File: src/rtl/conv_pkg.sv
// ============================================================================
// Module      : conv_pkg
// Description : Shared state encoding, width helpers and saturation bounds for
//               the KxK convolution stream engine.
// Revision    : 1.0 - initial release
// ============================================================================
`default_nettype none

package conv_pkg;

    typedef logic [1:0] state_t;

    localparam state_t S_LOAD  = 2'd0;
    localparam state_t S_RUN   = 2'd1;
    localparam state_t S_DRAIN = 2'd2;

    // Worst-case K*K product sum plus one guard bit.
    function automatic int acc_bw(input int k, input int x_bw, input int w_bw);
        return x_bw + w_bw + $clog2(k * k) + 1;
    endfunction

    function automatic int max_int(input int a, input int b);
        return (a > b) ? a : b;
    endfunction

    function automatic longint sat_max(input int o_bw);
        return (longint'(1) <<< (o_bw - 1)) - 1;
    endfunction

    function automatic longint sat_min(input int o_bw);
        return -(longint'(1) <<< (o_bw - 1));
    endfunction

endpackage

`default_nettype wire

File: src/rtl/conv_sat_relu.sv
// ============================================================================
// Module      : conv_sat_relu
// Description : Combinational signed clip to O_BW with optional ReLU; o_sat
//               flags that the clip engaged.
// Revision    : 1.0 - initial release
// ============================================================================
`default_nettype none

module conv_sat_relu
    import conv_pkg::*;
#(
    parameter int IN_BW = 22,
    parameter int O_BW  = 19,
    parameter int RELU  = 0
) (
    input  logic [IN_BW-1:0] i_in,
    output logic [O_BW-1:0]  o_out,
    output logic             o_sat
);

    localparam longint c_max = sat_max(O_BW);
    localparam longint c_min = sat_min(O_BW);

    logic signed [63:0] w_ext;
    logic signed [63:0] w_clip;

    assign w_ext = 64'($signed(i_in));

    always_comb begin
        o_sat  = 1'b0;
        w_clip = w_ext;
        if (w_ext > c_max) begin
            w_clip = c_max;
            o_sat  = 1'b1;
        end else if (w_ext < c_min) begin
            w_clip = c_min;
            o_sat  = 1'b1;
        end
        o_out = w_clip[O_BW-1:0];
        // ReLU acts after the clip, so a clipped negative still reports o_sat.
        if (RELU != 0 && w_clip < 0) begin
            o_out = '0;
        end
    end

endmodule

`default_nettype wire

File: src/rtl/convolution_kxk_stream.sv
// ============================================================================
// Module      : convolution_kxk_stream
// Description : KxK convolution engine: loadable weight file, 2-stage MAC pipe,
//               partial-sum add, saturation and valid/ready result stream.
// Revision    : 1.0 - initial release
// ============================================================================
`default_nettype none

module convolution_kxk_stream
    import conv_pkg::*;
#(
    parameter int K    = 3,
    parameter int X_BW = 8,
    parameter int W_BW = 8,
    parameter int I_BW = 19,
    parameter int O_BW = 19,
    parameter int RELU = 0
) (
    input  logic            i_clk,
    input  logic            i_rst,
    input  logic            i_w_valid,
    output logic            o_w_ready,
    input  logic [W_BW-1:0] i_w,
    input  logic            i_w_load,
    input  logic            i_x_valid,
    output logic            o_x_ready,
    input  logic [X_BW-1:0] i_x,
    input  logic [I_BW-1:0] i_psum,
    output logic            o_y_valid,
    input  logic            i_y_ready,
    output logic [O_BW-1:0] o_y,
    output logic            o_sat
);

    localparam int c_n      = K * K;
    localparam int c_acc_bw = acc_bw(K, X_BW, W_BW);
    localparam int c_p_bw   = X_BW + W_BW;
    localparam int c_s_bw   = max_int(c_acc_bw, I_BW) + 1;
    localparam int c_cnt_bw = (c_n > 1) ? $clog2(c_n) : 1;
    localparam logic [c_cnt_bw-1:0] c_last = c_cnt_bw'(c_n - 1);

    state_t                     r_state;
    state_t                     w_state_nxt;
    logic [c_cnt_bw-1:0]        r_wcnt;
    logic [c_cnt_bw-1:0]        r_xcnt;
    logic [W_BW-1:0]            r_w [c_n];

    logic                       w_en;
    logic                       w_w_fire;
    logic                       w_x_fire;
    logic signed [c_p_bw-1:0]   w_p;

    logic                       r_p_valid;
    logic                       r_p_first;
    logic                       r_p_last;
    logic signed [c_p_bw-1:0]   r_p;
    logic [I_BW-1:0]            r_psum;
    logic signed [c_acc_bw-1:0] r_acc;

    logic signed [c_acc_bw-1:0] w_acc_base;
    logic signed [c_acc_bw-1:0] w_acc_sum;
    logic signed [c_s_bw-1:0]   w_sum;
    logic [O_BW-1:0]            w_y;
    logic                       w_sat;

    // The whole pipe freezes only while a result waits on downstream.
    assign w_en     = !(o_y_valid && !i_y_ready);
    assign w_w_fire = i_w_valid && o_w_ready;
    assign w_x_fire = i_x_valid && o_x_ready;
    assign w_p      = $signed(i_x) * $signed(r_w[r_xcnt]);

    always_ff @(posedge i_clk) begin
        if (i_rst) begin
            r_state <= S_LOAD;
        end else begin
            r_state <= w_state_nxt;
        end
    end

    always_comb begin
        w_state_nxt = r_state;
        case (r_state)
            S_LOAD:  if (i_w_valid && r_wcnt == c_last) w_state_nxt = S_RUN;
            S_RUN:   if (i_w_load && r_xcnt == '0) w_state_nxt = S_DRAIN;
            S_DRAIN: if (!r_p_valid && !o_y_valid) w_state_nxt = S_LOAD;
            default: w_state_nxt = S_LOAD;
        endcase
    end

    always_comb begin
        o_w_ready = 1'b0;
        o_x_ready = 1'b0;
        case (r_state)
            S_LOAD:  o_w_ready = 1'b1;
            // A reload request is honoured only on a window boundary.
            S_RUN:   o_x_ready = w_en && !(i_w_load && r_xcnt == '0);
            default: ;
        endcase
    end

    always_ff @(posedge i_clk) begin
        if (i_rst) begin
            r_wcnt <= '0;
        end else if (w_w_fire) begin
            r_wcnt <= (r_wcnt == c_last) ? '0 : r_wcnt + 1'b1;
        end
    end

    always_ff @(posedge i_clk) begin
        if (w_w_fire) begin
            r_w[r_wcnt] <= i_w;
        end
    end

    always_ff @(posedge i_clk) begin
        if (i_rst) begin
            r_xcnt    <= '0;
            r_p_valid <= 1'b0;
            r_p_first <= 1'b0;
            r_p_last  <= 1'b0;
            r_p       <= '0;
            r_psum    <= '0;
        end else if (w_en) begin
            r_p_valid <= w_x_fire;
            if (w_x_fire) begin
                r_p       <= w_p;
                r_p_first <= (r_xcnt == '0);
                r_p_last  <= (r_xcnt == c_last);
                if (r_xcnt == c_last) begin
                    r_psum <= i_psum;
                end
                r_xcnt <= (r_xcnt == c_last) ? '0 : r_xcnt + 1'b1;
            end
        end
    end

    assign w_acc_base = r_p_first ? '0 : r_acc;
    assign w_acc_sum  = w_acc_base + c_acc_bw'(r_p);
    assign w_sum      = c_s_bw'(w_acc_sum) + c_s_bw'($signed(r_psum));

    conv_sat_relu #(
        .IN_BW (c_s_bw),
        .O_BW  (O_BW),
        .RELU  (RELU)
    ) u_sat_relu (
        .i_in  (w_sum),
        .o_out (w_y),
        .o_sat (w_sat)
    );

    always_ff @(posedge i_clk) begin
        if (i_rst) begin
            r_acc     <= '0;
            o_y       <= '0;
            o_sat     <= 1'b0;
            o_y_valid <= 1'b0;
        end else if (w_en) begin
            if (r_p_valid) begin
                r_acc <= w_acc_sum;
            end
            if (r_p_valid && r_p_last) begin
                o_y       <= w_y;
                o_sat     <= w_sat;
                o_y_valid <= 1'b1;
            end else begin
                o_y       <= '0;
                o_sat     <= 1'b0;
                o_y_valid <= 1'b0;
            end
        end
    end

endmodule

`default_nettype wire
File: config.mk
export PLATFORM = sky130hd
export DESIGN_NAME = convolution_kxk_stream
export DESIGN_NICKNAME = d
export VERILOG_FILES = /design/src/rtl/conv_pkg.sv /design/src/rtl/conv_sat_relu.sv /design/src/rtl/convolution_kxk_stream.sv
export SDC_FILE = /design/constraint.sdc
export NUM_CORES = 1
export LEC_CHECK = 0
export BUFFER_PORTS_ARGS = -buffer_cell sky130_fd_sc_hd__buf_2
export CAP_MARGIN = 20
export CORE_AREA = 2 2 189 173
export CTS_CLUSTER_SIZE = 24
export DETAILED_ROUTE_END_ITERATION = 12
export DIE_AREA = 0 0 191 175
export GPL_TIMING_DRIVEN = 0
export PLACE_DENSITY = 0.59
export SLEW_MARGIN = 20
export SYNTH_ARGS = -nofsm -noshare
export SYNTH_HDL_FRONTEND = slang
export SYNTH_SLANG_ARGS = --single-unit
File: constraint.sdc
create_clock -name i_clk -period 11.1 [get_ports i_clk]
set_input_delay 0.555 -clock i_clk [delete_from_list [all_inputs] [get_ports i_clk]]
set_output_delay 0.555 -clock i_clk [all_outputs]
set_load 0.03 [all_outputs]
==> flow_summary.ini <==
[global_routing]
grt.met1_usage_pct = 24.1
antenna_found_initial = 1
grt_overflow = 0
grt_use_total_pct = 16.9
grt_pass1_wl_microns = 43800
grt_max_degree = 19
use_met2_pct = 26.5
busiest_layer = met2
met3_usage_pct = 2.63
grt_pass1_vias = 8111

[sta]
min_period_ns = 6.99
drv_slew = 0
clock_skew_ns = 0.00870
slew-limit-headroom_pct = 40.9
hold_slack_ns = 0.341
rsz0062_at_grt = false
max_freq_ghz = 0.143
fin_setup_tns_ns = 0
worstMarginPinSlew_ns = 0.887
setup_viol = 0
finalCritPeriodShare_pct = 63.0
hold_viol_final = 0

[detailed_routing]
routed_via_density = 4.98
post_drt_wl_per_cell_microns = 16.4
drtIter0Drc = 575
drtAntennaViolNets = 0
vias = 8102
finalWirelength_microns = 26700
post-route-drc-count = 0
dr.pass1.iters = 5

[critical_path]
r2r_cells = 23
rrSetupSlack_ns = 4.11
critPathLaunchType = flip-flop
worstPathArrival_ns = 7.36
crit_path_max_fanout = 10
worstSetupPathType = reg2reg
r2r-end = r_p[15]
cp-endpoint = r_p[15]
required_ns = 11.47
critPathCaptureType = flip-flop

[synth]
seq_area_frac_synth_pct = 37.2
synth_top_family_by_area = adder cells
synthMuxAreaShare_pct = 4.24
netlist_instances = 1115
ys_ff_latch = 166
synthAdderAreaFrac_pct = 19.4
synth-compound-area-share_pct = 13.5
yosys.area_share.simple_pct = 16.8
ys_types = 72
yosys_warnings = 0
async_flop_share_pct = 0
synth_edf_count = 72
synth_fp_nets = 1290
netlist_area_sq_um = 10900
synth.avg_cell_area_sq_um = 9.74
synth_xor_area_share_pct = 4.11
synth_ff_type = dfxtp_1

[clock_network]
hold_buffers = 0
clk_pin_slew_worst_paths_ns = 0.07
clock_sinks = 166
cts-root-buf = clkbuf_16
insertion_delay_ns = 0.44
cts_tree = done
cts_setup_buffers = 0
post_cts_resized = 0
numCtsBuffers = 17
clockBufferDepth = 2
htree_levels = 4

[power]
power.total_w = 0.00178
p_per_area_nw_per_um2 = 145
leakage_nw = 4.98
irDropWorstVdd_mv = 0.0927

[layout]
insertedDiodeCount = 0
fillers = 3154
multiInputGateArea_sq_um = 6310
final_cell_mix = nand2_1, a21oi_1, dfxtp_1
final_common_cell = nand2_1
drive_above_1_share_pct = 11.3
area.growth.synth_to_final_pct = 13.1
finalCoreUtilization_pct = 39.1
fin_nets = 1372
register_area_sq_um = 4040

[placed_design]
place.detailed.hpwl_microns = 20700
port_buffers = 62
gp_congestion = 0.866

[floorplanning]
core-area_sq_um = 31400
dieArea_sq_um = 33400
rows = 62
die_w_microns = 191
start_util_pct = 34.6
pin_count = 64
die_h_microns = 175

[min_path]
hold_path.startpoint = i_psum[16]
hold_class = in2reg

[run_status]
outcome = finished clean

[job]
maxCapViolCount = 0
-- kinds of logic (layout without fill, tap and decap cells) --
group | count (synthesis) | after routing
buf+inv | 126 | 221
fa+ha+maj | 134 | 134
flops | 166 | 166
mux | 26 | 26
compound gates | 229 | 229
xor+xnor | 51 | 51
simple gates | 383 | 383
-- metrics by stage --
step | worst slack (ns) | cells | instance area, sq um
6_report | 4.11 | 1626 | 12300
5_1_grt | 3.59 | 1626 | 12300
4_1_cts | 4.06 | 1626 | 12300
3_3_place_gp | 4.18 | 1593 | 11700
3_5_place_dp | 4.10 | 1594 | 11700
2_1_floorplan | 5.23 | 1115 | 10900
-- worst max-delay path, cell delays in order, from the launching register on --
cell and delay [ns]:
dfxtp_1 0.31, clkbuf_1 0.47, buf_2 0.45, mux4_2 0.56
mux2i_1 0.14, nor2_1 0.06, a21oi_1 0.66, nand2b_1 0.22
fa_1 0.44, fa_1 0.52, inv_1 0.05, fa_1 0.47
inv_1 0.05, fa_1 0.54, inv_1 0.05, ha_1 0.33
inv_1 0.06, o21ai_0 0.13, a211oi_1 0.41, o31ai_1 0.19
o41ai_1 0.32, xnor2_1 0.19, nand2_1 0.11, a21oi_1 0.17
-- final cells by class --
type | instances | share of cell area, %
buffer | 44 | 1.68
inverter | 82 | 2.50
sequential | 166 | 32.9
timing repair buffer | 63 | 2.59
tap | 416 | 4.23
multi-input combinational | 823 | 51.3
clock buffer | 17 | 3.46
clock inverter | 15 | 1.28
-- synthesized netlist by cell type, types with 5 or more instances --
cell type | count | area share (%)
nand2_1 | 181 | 6.3
a21oi_1 | 106 | 4.9
dfxtp_1 | 94 | 17
inv_1 | 82 | 2.8
ha_1 | 77 | 8.9
edfxtp_1 | 72 | 20
fa_1 | 57 | 11
nor2_1 | 46 | 1.6
xnor2_1 | 39 | 3.1
nor2b_1 | 38 | 2.2
clkbuf_1 | 35 | 1.2
and2_1 | 31 | 1.8
o21ai_0 | 26 | 1.2
nor3_1 | 19 | 0.88
nand3_1 | 18 | 0.83
a311oi_1 | 17 | 1.4
mux4_2 | 16 | 3.3
nand2b_1 | 14 | 0.81
a21o_1 | 13 | 0.90
xor2_1 | 12 | 0.97
mux2i_1 | 10 | 0.92
a211oi_1 | 8 | 0.55
or2_2 | 7 | 0.40
a21boi_0 | 6 | 0.41
o21a_1 | 6 | 0.41
o21ai_1 | 6 | 0.28
a31oi_1 | 5 | 0.29
-- layer usage --
metal / routed length (microns) / up-vias / share of wire (%)
li1: - / 4029 / -
met5: 0 / - / 0
met4: 391 / 0 / 1.5
met2: 12100 / 122 / 45
met3: 793 / 26 / 3.0
met1: 13500 / 3925 / 50
-- flip-flops by register name (all words and copies together) (netlist names), named ones only --
signal,cells
r_p_last,1
r_xcnt,4
r_psum,19
o_y,19
r_wcnt,4
r_w,72
r_p_valid,1
o_sat,1
o_y_valid,1
r_acc,21
r_p_first,1
r_p,16
r_state,2
-- worst min-delay path by stage --
stage	to	slack, ns	cells after the start
6_report	r_psum[16]	0.34	3
5_1_grt	r_psum[16]	0.34	3
4_1_cts	r_psum[16]	0.33	3
3_5_place_dp	o_y[13]	0.44	2
3_3_place_gp	o_sat	0.43	1
2_1_floorplan	r_acc[12]	0.43	2
-- power breakdown --
| part | switching [W] | total, W | internal, W | leakage [nW] |
|---|---|---|---|---|
| Combinational | 0.000306 | 0.000551 | 0.000245 | 3.29 |
| Clock | 0.000287 | 0.000587 | 0.000300 | 0.277 |
| Sequential | 0.00000246 | 0.000646 | 0.000643 | 1.41 |
| Total | 0.000595 | 0.00178 | 0.00119 | 4.98 |
(Power assumes the default switching activity.)
